## src/rtl/key_entry_if.sv

```systemverilog
// Key-event, live-entry and commit handshake bundle between the keypad
// sequencer (slave) and its surroundings (master: scanner + consumer).
interface key_entry_if #(
    parameter int DIGITS = 4
) ();
    logic                  key_flag;
    logic [3:0]            key_data;
    logic                  out_ack;
    logic [4*DIGITS-1:0]   entry_bcd;
    logic [3:0]            entry_len;
    logic                  out_valid;
    logic [4*DIGITS-1:0]   out_bcd;
    logic [3:0]            out_len;
    logic                  err;
    logic                  timeout;

    modport master (
        output key_flag, key_data, out_ack,
        input  entry_bcd, entry_len, out_valid, out_bcd, out_len, err, timeout
    );

    modport slave (
        input  key_flag, key_data, out_ack,
        output entry_bcd, entry_len, out_valid, out_bcd, out_len, err, timeout
    );
endinterface

```

## src/rtl/key_entry_ctrl.sv

```systemverilog
// Keypad entry sequencer: builds a right-aligned BCD entry from key events,
// handles backspace/clear/enter, inactivity timeout and a valid/ack commit.
module key_entry_ctrl #(
    parameter int DIGITS     = 4,
    parameter int T1MS       = 50_000,
    parameter int TIMEOUT_MS = 5000
) (
    input logic       clk,
    input logic       rst_n,
    key_entry_if.slave bus
);
    localparam int BW = 4 * DIGITS;
    localparam int PW = (T1MS > 1) ? $clog2(T1MS) : 1;

    typedef enum logic [1:0] {IDLE, ENTRY, HOLD} state_t;

    state_t          state, state_nx;
    logic [BW-1:0]   entry_bcd, entry_bcd_nx;
    logic [BW-1:0]   out_bcd, out_bcd_nx;
    logic [3:0]      entry_len, entry_len_nx;
    logic [3:0]      out_len, out_len_nx;
    logic            out_valid, out_valid_nx;
    logic            err, err_nx;
    logic            timeout, timeout_nx;
    logic [15:0]     idle_cnt, idle_cnt_nx;
    logic [PW-1:0]   presc;
    logic            tick;

    assign tick = (presc == PW'(T1MS - 1));

    // Free-running ms prescaler, deliberately not re-phased by key events.
    always_ff @(posedge clk or negedge rst_n) begin
        if (!rst_n)
            presc <= '0;
        else if (tick)
            presc <= '0;
        else
            presc <= presc + 1'b1;
    end

    always_ff @(posedge clk or negedge rst_n) begin
        if (!rst_n) begin
            state     <= IDLE;
            entry_bcd <= '0;
            entry_len <= '0;
            out_bcd   <= '0;
            out_len   <= '0;
            out_valid <= 1'b0;
            err       <= 1'b0;
            timeout   <= 1'b0;
            idle_cnt  <= '0;
        end else begin
            state     <= state_nx;
            entry_bcd <= entry_bcd_nx;
            entry_len <= entry_len_nx;
            out_bcd   <= out_bcd_nx;
            out_len   <= out_len_nx;
            out_valid <= out_valid_nx;
            err       <= err_nx;
            timeout   <= timeout_nx;
            idle_cnt  <= idle_cnt_nx;
        end
    end

    always_comb begin
        state_nx     = state;
        entry_bcd_nx = entry_bcd;
        entry_len_nx = entry_len;
        out_bcd_nx   = out_bcd;
        out_len_nx   = out_len;
        out_valid_nx = out_valid;
        err_nx       = 1'b0;
        timeout_nx   = 1'b0;
        idle_cnt_nx  = idle_cnt;

        case (state)
            IDLE, ENTRY: begin
                if (bus.key_flag) begin
                    // Any key, even an ignored one, restarts the inactivity window.
                    idle_cnt_nx = '0;
                    if (bus.key_data <= 4'd9) begin
                        if (entry_len < 4'(DIGITS)) begin
                            entry_bcd_nx = (entry_bcd << 4) | BW'(bus.key_data);
                            entry_len_nx = entry_len + 4'd1;
                            state_nx     = ENTRY;
                        end else begin
                            err_nx = 1'b1;
                        end
                    end else begin
                        case (bus.key_data)
                            4'hA: begin
                                if (state == ENTRY) begin
                                    entry_bcd_nx = entry_bcd >> 4;
                                    entry_len_nx = entry_len - 4'd1;
                                    if (entry_len == 4'd1)
                                        state_nx = IDLE;
                                end else begin
                                    err_nx = 1'b1;
                                end
                            end
                            4'hB: begin
                                entry_bcd_nx = '0;
                                entry_len_nx = '0;
                                state_nx     = IDLE;
                            end
                            4'hF: begin
                                if (state == ENTRY) begin
                                    out_bcd_nx   = entry_bcd;
                                    out_len_nx   = entry_len;
                                    out_valid_nx = 1'b1;
                                    entry_bcd_nx = '0;
                                    entry_len_nx = '0;
                                    state_nx     = HOLD;
                                end else begin
                                    err_nx = 1'b1;
                                end
                            end
                            default: ;
                        endcase
                    end
                end else if (state == ENTRY && tick) begin
                    if (idle_cnt == 16'(TIMEOUT_MS - 1)) begin
                        entry_bcd_nx = '0;
                        entry_len_nx = '0;
                        timeout_nx   = 1'b1;
                        idle_cnt_nx  = '0;
                        state_nx     = IDLE;
                    end else begin
                        idle_cnt_nx = idle_cnt + 16'd1;
                    end
                end
            end
            HOLD: begin
                // Keys are swallowed here, including one coinciding with the ack.
                idle_cnt_nx = '0;
                if (bus.out_ack) begin
                    out_valid_nx = 1'b0;
                    state_nx     = IDLE;
                end
            end
            default: state_nx = IDLE;
        endcase
    end

    assign bus.entry_bcd = entry_bcd;
    assign bus.entry_len = entry_len;
    assign bus.out_bcd   = out_bcd;
    assign bus.out_len   = out_len;
    assign bus.out_valid = out_valid;
    assign bus.err       = err;
    assign bus.timeout   = timeout;
endmodule

```

## src/flat_wrapper.sv

```systemverilog
// flat-port wrapper written by rule: the top's interface ports become plain ports
module key_entry_ctrl_flat 
#(
    parameter int DIGITS     = 4,
    parameter int T1MS       = 50_000,
    parameter int TIMEOUT_MS = 5000
)
  (clk, rst_n, bus_key_flag, bus_key_data, bus_out_ack, bus_entry_bcd, bus_entry_len, bus_out_valid, bus_out_bcd, bus_out_len, bus_err, bus_timeout);
  key_entry_if #(.DIGITS(DIGITS)) bus_i ();
  input logic clk;
  input logic rst_n;
  input wire logic [$bits(bus_i.key_flag)-1:0] bus_key_flag;
  input wire logic [$bits(bus_i.key_data)-1:0] bus_key_data;
  input wire logic [$bits(bus_i.out_ack)-1:0] bus_out_ack;
  output wire logic [$bits(bus_i.entry_bcd)-1:0] bus_entry_bcd;
  output wire logic [$bits(bus_i.entry_len)-1:0] bus_entry_len;
  output wire logic [$bits(bus_i.out_valid)-1:0] bus_out_valid;
  output wire logic [$bits(bus_i.out_bcd)-1:0] bus_out_bcd;
  output wire logic [$bits(bus_i.out_len)-1:0] bus_out_len;
  output wire logic [$bits(bus_i.err)-1:0] bus_err;
  output wire logic [$bits(bus_i.timeout)-1:0] bus_timeout;
  assign bus_i.key_flag = bus_key_flag;
  assign bus_i.key_data = bus_key_data;
  assign bus_i.out_ack = bus_out_ack;
  assign bus_entry_bcd = bus_i.entry_bcd;
  assign bus_entry_len = bus_i.entry_len;
  assign bus_out_valid = bus_i.out_valid;
  assign bus_out_bcd = bus_i.out_bcd;
  assign bus_out_len = bus_i.out_len;
  assign bus_err = bus_i.err;
  assign bus_timeout = bus_i.timeout;
  key_entry_ctrl #(.DIGITS(DIGITS), .T1MS(T1MS), .TIMEOUT_MS(TIMEOUT_MS)) u_core (.clk(clk), .rst_n(rst_n), .bus(bus_i));
endmodule
```

## config.mk

```make
export PLATFORM = sky130hd
export DESIGN_NAME = key_entry_ctrl_flat
export DESIGN_NICKNAME = d
export VERILOG_FILES = /design/src/rtl/key_entry_if.sv /design/src/rtl/key_entry_ctrl.sv /design/src/flat_wrapper.sv
export SDC_FILE = /design/constraint.sdc
export NUM_CORES = 1
export LEC_CHECK = 0
export ABC_CLOCK_PERIOD_IN_PS = 4330
export CAP_MARGIN = 20
export CORE_MARGIN = 4
export CORE_UTILIZATION = 60
export CTS_BUF_LIST = sky130_fd_sc_hd__clkbuf_8
export DETAILED_ROUTE_END_ITERATION = 8
export PLACE_DENSITY = 0.95
export SYNTH_ARGS = -nofsm -noshare
export SYNTH_HDL_FRONTEND = slang
export SYNTH_SLANG_ARGS = --single-unit
```

## constraint.sdc

```tcl
create_clock -name clk -period 4.33 [get_ports clk]
set_clock_uncertainty 0.15 [all_clocks]
set_input_delay 1.0825 -clock clk [delete_from_list [all_inputs] [get_ports clk]]
set_output_delay 1.0825 -clock clk [all_outputs]
set_load 0.03 [all_outputs]
```

* Word-level counts from Yosys, hierarchy flattened
Cells that the tools add are included.
Word-level totals: logic and storage cells 102, output and inout port bits 43, register bits after elaboration 77
Cells by class: reduce and logical (&&, ||, !) cells 12, multiplexer cells 48, eq/ne operators 24, bitwise logic cells 2, $add $sub $neg 4, magnitude comparators 2
Operators with widths (number):
- 16-bit 2-to-1 mux | 11
- 16-bit case mux with 3 select lines | 1
- 16-bit by 1-bit adder with 16-bit output (second input constant) | 2
- 16-bit case mux with 2 select lines | 1
- 4-bit 2-to-1 mux | 7
- 2-bit 2-to-1 mux | 9
- 16-bit by 13-bit equality test with 1-bit output (second input constant) | 1
- 16-bit equality test (second input constant) | 1
- 16-bit by 4-bit bitwise OR with 16-bit output | 1
- 1-bit 2-to-1 mux | 15
- 5-bit by 3-bit inequality test with 1-bit output (second input constant) | 3
- 4-bit equality test (second input constant) | 3
- 4-bit case mux with 3 select lines | 1
- 2-bit inequality test (second input constant) | 4
- 4-bit by 2-bit inequality test with 1-bit output (second input constant) | 2
- 8-bit AND reduction | 1
- 7-bit AND reduction | 1
- 3-bit by 2-bit inequality test with 1-bit output (second input constant) | 2
- 6-bit by 5-bit inequality test with 1-bit output (second input constant) | 1
- 2-bit case mux with 3 select lines | 1
- 6-bit AND reduction | 1
- 2-bit nonzero test | 3
- 5-bit by 1-bit inequality test with 1-bit output (second input constant) | 1
- 5-bit AND reduction | 1
- 17 further kinds | 18

* Longest topological paths before layout
depth after elaboration 7, depth in mapped cells 9, gate-level depth less buffers 6

* Worst setup path before layout
OpenSTA, ideal clock, no wires.
path kind in2reg, start in bus_key_data[1], end reg u_core.entry_bcd[10], in the netlist u_core.bus.entry_bcd[10], required time 4.052 ns, stages on the path 7, path slack 1.537 ns, data arrival time 2.515 ns, setup time 0.128 ns, buffers on the path 2, path through clkbuf_1 nand2_1 a41oi_1 o211a_1 o21a_2 buf_4 mux2_1
On the way: word-level cells in the longest chain between the ends 4, elaborated cells on any way between the ends 12, classes of those cells order compare: 1; eq/ne: 7; mux: 3; reduce/logical: 1
Ends and longest elaborated chain:
- start: declaration | line flat_wrapper.sv:13 | input wire logic [$bits(bus_i.key_data)-1:0] bus_key_data;
- parallel branches: the longest is 4 deep, another holds 4-bit <= comparator
- end signal: assignment | line key_entry_ctrl.sv:54 | entry_bcd <= entry_bcd_nx;
- end: declaration | line key_entry_ctrl.sv:18 | logic [BW-1:0] entry_bcd, entry_bcd_nx;
Several ways; the timed one is not identified. A chain may end at the register's enable or synchronous reset.

* Worst setup path in the final report
start in bus_key_data[2], end reg u_core.entry_bcd[4], in the netlist u_core.bus.entry_bcd[4]
The elaborated chain is that of the path after synthesis.

==> Flow_metrics.wiki <==
{| class="wikitable"
! Metric !! Value
|-
| Outcome || finished, final reports clean
|-
| Port Buffer Count || 50
|-
| Setup TNS Final || 0 ns
|-
| Post-route antenna net violation count || 0
|-
| First-pass GRT wire length || 15400 um
|-
| Detailed-route vias per instance || 6.37
|-
| Maximum number of pins on one net before global-route repair || 78
|-
| FF-to-FF setup slack || 1.31 ns
|-
| DP Area || 4360 um^2
|-
| Achievable Freq || 324 MHz
|-
| Final standard cell utilization of the core || 0.758
|-
| Area growth syn-to-layout || 20.0%
|-
| Net switching component of the power || 659 uW
|-
| Hold buffer count at CTS || 0
|-
| Post-Synthesis Net Count || 375
|-
| Kind of capture point of the worst setup path || flip-flop
|-
| Initial DRT Pass Iterations || 5
|-
| Number of DRC markers in iteration 0 || 238
|-
| Clock latency on the worst-skew pair || 0.35 ns
|-
| HP Class || flip-flop to flip-flop
|-
| Sinks on the clock net || 77
|-
| Actual slew at the worst max-slew pin || 0.938 ns
|-
| Min-delay src || u_core.presc[0]$_DFF_PN0_
|-
| Residual DRC count || 0
|-
| PwrDens || 439 nW/um^2
|-
| Via count of the first global-routing pass || 3101
|-
| Drt total wl || 9450 um
|-
| Type of origin of the critical path || input pin
|-
| Worst endpoint data arrival time || 3.17 ns
|-
| H-tree depth reported by CTS || 3
|-
| Proportion of total power due to net switching || 0.327
|-
| Gr ovfl total || 0
|-
| Antenna fix cells || 0
|-
| Number of gates resized after CTS || 0
|-
| Root Buffer Master || clkbuf_8
|-
| Number of nets in the final layout || 423
|-
| Row count || 28
|-
| Share of synthesized area occupied by flip-flops and latches || 0.503
|-
| Cell Int Power || 1360 uW
|-
| Leakage || 0.00204 uW
|-
| Top fanout value on the critical path || 15
|-
| DP Worst Slack || 0.916 ns
|-
| Most frequent cells in the layout || dfrtp_1 (77), clkdlybuf4s50_1 (49), nand2_1 (27), o21ai_1 (24), mux2_1 (17)
|-
| Overall track demand over capacity in global routing || 0.262
|-
| Via Count || 3119
|-
| Die span in x || 87.9 um
|-
| Max-cap viol count || 0
|-
| Number of synthesis warnings || 0
|-
| Number of distinct library cell variants in the gate-level netlist after synthesis || 53
|-
| CTS tree || done
|-
| Worst setup path start || bus_key_data[2]
|-
| Worst voltage drop across the vdd grid || 0.309 mV
|-
| Number of placed I/O pins || 51
|-
| Initial antenna violation count || 0
|-
| Pins over their slew limit || 0
|-
| Number of instances in the synthesized netlist || 362
|-
| Share of power burned in combinational logic || 0.256
|-
| Endpoints failing hold || 0
|-
| Data required time at the worst endpoint || 4.41 ns
|-
| Relative contribution of sequential cells to total power || 0.433
|-
| Non-filler cells in the finished layout || 490
|-
| Overall die area || 7720 um^2
|-
| Critical path class || input pin to flip-flop
|-
| Final critical-path setup slack || 1.24 ns
|-
| Synth Area per Inst || 10.6 um^2
|-
| Async SR Flop Fraction || 1.00
|-
| Layout cells sized above 1 || 0.0892
|-
| Number of clock buffers inserted by TritonCTS || 9
|-
| Top FF cell, synth || dfrtp_1
|-
| Number of flops mapped to enable cells by yosys || 0
|-
| Remaining max-slew budget at the tightest pin || 0.374
|-
| Total setup violations reported at the end of the flow || 0
|-
| Gp weighted congestion || 0.920
|-
| Post-route fraction of the period consumed by the critical path || 0.714
|-
| Vertical die dimension || 87.9 um
|-
| Number of setup buffers added after CTS || 0
|-
| RSZ-0062 raised after global routing || false
|-
| Share of power burned in the clock network || 0.312
|-
| Cell area after layout || 4590 um^2
|-
| Start of the worst register-to-register path || u_core.presc[5]$_DFF_PN0_
|-
| Starting utilization of the core area || 0.632
|-
| Most common cell after layout, fill and taps aside || dfrtp_1
|-
| Average wire per standard cell || 19.3 um
|-
| Clock transition at the register clock pins on the worst setup and hold paths after CTS || 0.08 ns
|-
| Core Footprint || 6060 um^2
|-
| Worst-case clock buffer depth || 2
|-
| Sum of net half-perimeters after detailed placement || 6160 um
|-
| Number of cells in the design after placement || 474
|-
| Flip-flop and latch count after synthesis || 77
|-
| Summed instance area of the synthesized netlist || 3830 um^2
|-
| Final worst path period need || 3.09 ns
|}
power by group through the flow:
stage          Sequential [uW]  Clock, uW  Combinational [uW]
5_1_grt                    883        660                 555
2_1_floorplan              987          0                 191
4_1_cts                    870        629                 518
3_5_place_dp               884          0                 512
6_report                   871        628                 515
3_3_place_gp               876          0                 497
routing by layer:
layer	part of all wire	vias to the layer above	GRT usage
met5	0	-	0
met4	0.026	0	0.107
met3	0.058	24	0.0480
met2	0.50	143	0.438
met1	0.41	1526	0.337
li1	-	1426	-
kinds of logic (layout without fill, tap and decap cells):
group,after synthesis,count (layout),synth area share
AOI/OAI and AO/OA,83,83,0.146
xor gates and xnor gates,13,13,0.0297
adders and majority gates,5,5,0.0163
buffers and inverters,32,85,0.0382
DFF,77,77,0.503
muxes,30,30,0.0870
and+or+nand+nor,122,122,0.179
worst paths after layout:
kind,endpoint,depth (start not counted)
worst max-delay path,u_core.bus.entry_bcd[4]$_DFFE_PN0P_,6
worst min-delay path,u_core.presc[0]$_DFF_PN0_,1
worst max register to register,u_core.idle_cnt[10]$_DFFE_PN0P_,5
worst min register to register,u_core.presc[0]$_DFF_PN0_,1
max in group asynchronous,u_core.bus.out_bcd[12]$_DFFE_PN0P_,1
min in group asynchronous,u_core.idle_cnt[2]$_DFFE_PN0P_,1
worst max-delay path: stages:
cell             delay [ns]
clkdlybuf4s50_1        0.70
o21ai_1                0.19
o21ai_1                0.14
o211a_1                0.25
o21a_2                 0.43
mux2_1                 0.38
stage by stage:
step                      hold WS (ns)  power [uW]
final                            0.328        2010
after global placement           0.307        1370
after detailed placement         0.317        1400
after CTS                        0.326        2020
after floorplan                  0.289        1180
after global routing             0.340        2100
flip-flops by register name, summed over array words and instances, names as in the netlist:
signal,count
u_core.bus.entry_bcd,16
u_core.bus.out_bcd,16
u_core.idle_cnt,16
u_core.presc,16
u_core.bus.entry_len,4
u_core.bus.out_len,4
u_core.state,2
u_core.bus.err,1
u_core.bus.out_valid,1
u_core.bus.timeout,1
Yosys cell counts, types with 2 or more instances:
library cell / n / share of area
o21ai_0: 6 / 0.0078
nand3_1: 15 / 0.020
o21ai_1: 24 / 0.031
a22o_1: 16 / 0.037
and3_1: 10 / 0.016
nor3_1: 12 / 0.016
or4b_1: 4 / 0.010
nand4_1: 10 / 0.016
nand4b_1: 4 / 0.0092
ha_1: 5 / 0.016
nand2b_1: 7 / 0.011
buf_6: 3 / 0.0088
mux2_1: 17 / 0.050
o31ai_1: 7 / 0.014
nand2_1: 27 / 0.026
dfrtp_1: 77 / 0.50
a22oi_1: 2 / 0.0039
clkbuf_1: 13 / 0.013
a21oi_1: 9 / 0.012
a311oi_1: 3 / 0.0069
nor4_1: 3 / 0.0049
mux2_2: 9 / 0.026
mux2i_1: 4 / 0.010
inv_1: 15 / 0.015
nor2_1: 16 / 0.016
a31oi_1: 3 / 0.0049
or4_1: 3 / 0.0059
xor2_1: 7 / 0.016
and2_1: 2 / 0.0033
xnor2_1: 6 / 0.014
final cells by class:
class                      count  area (um^2)
inverter                      15         56.3
clock buffer                  11          151
fill                         393         1470
clock inverter                 5         81.3
timing repair buffer          54          528
sequential                    77         1930
tap                           75         93.8
multi-input combinational    253         1750
(Power assumes the default switching activity.)
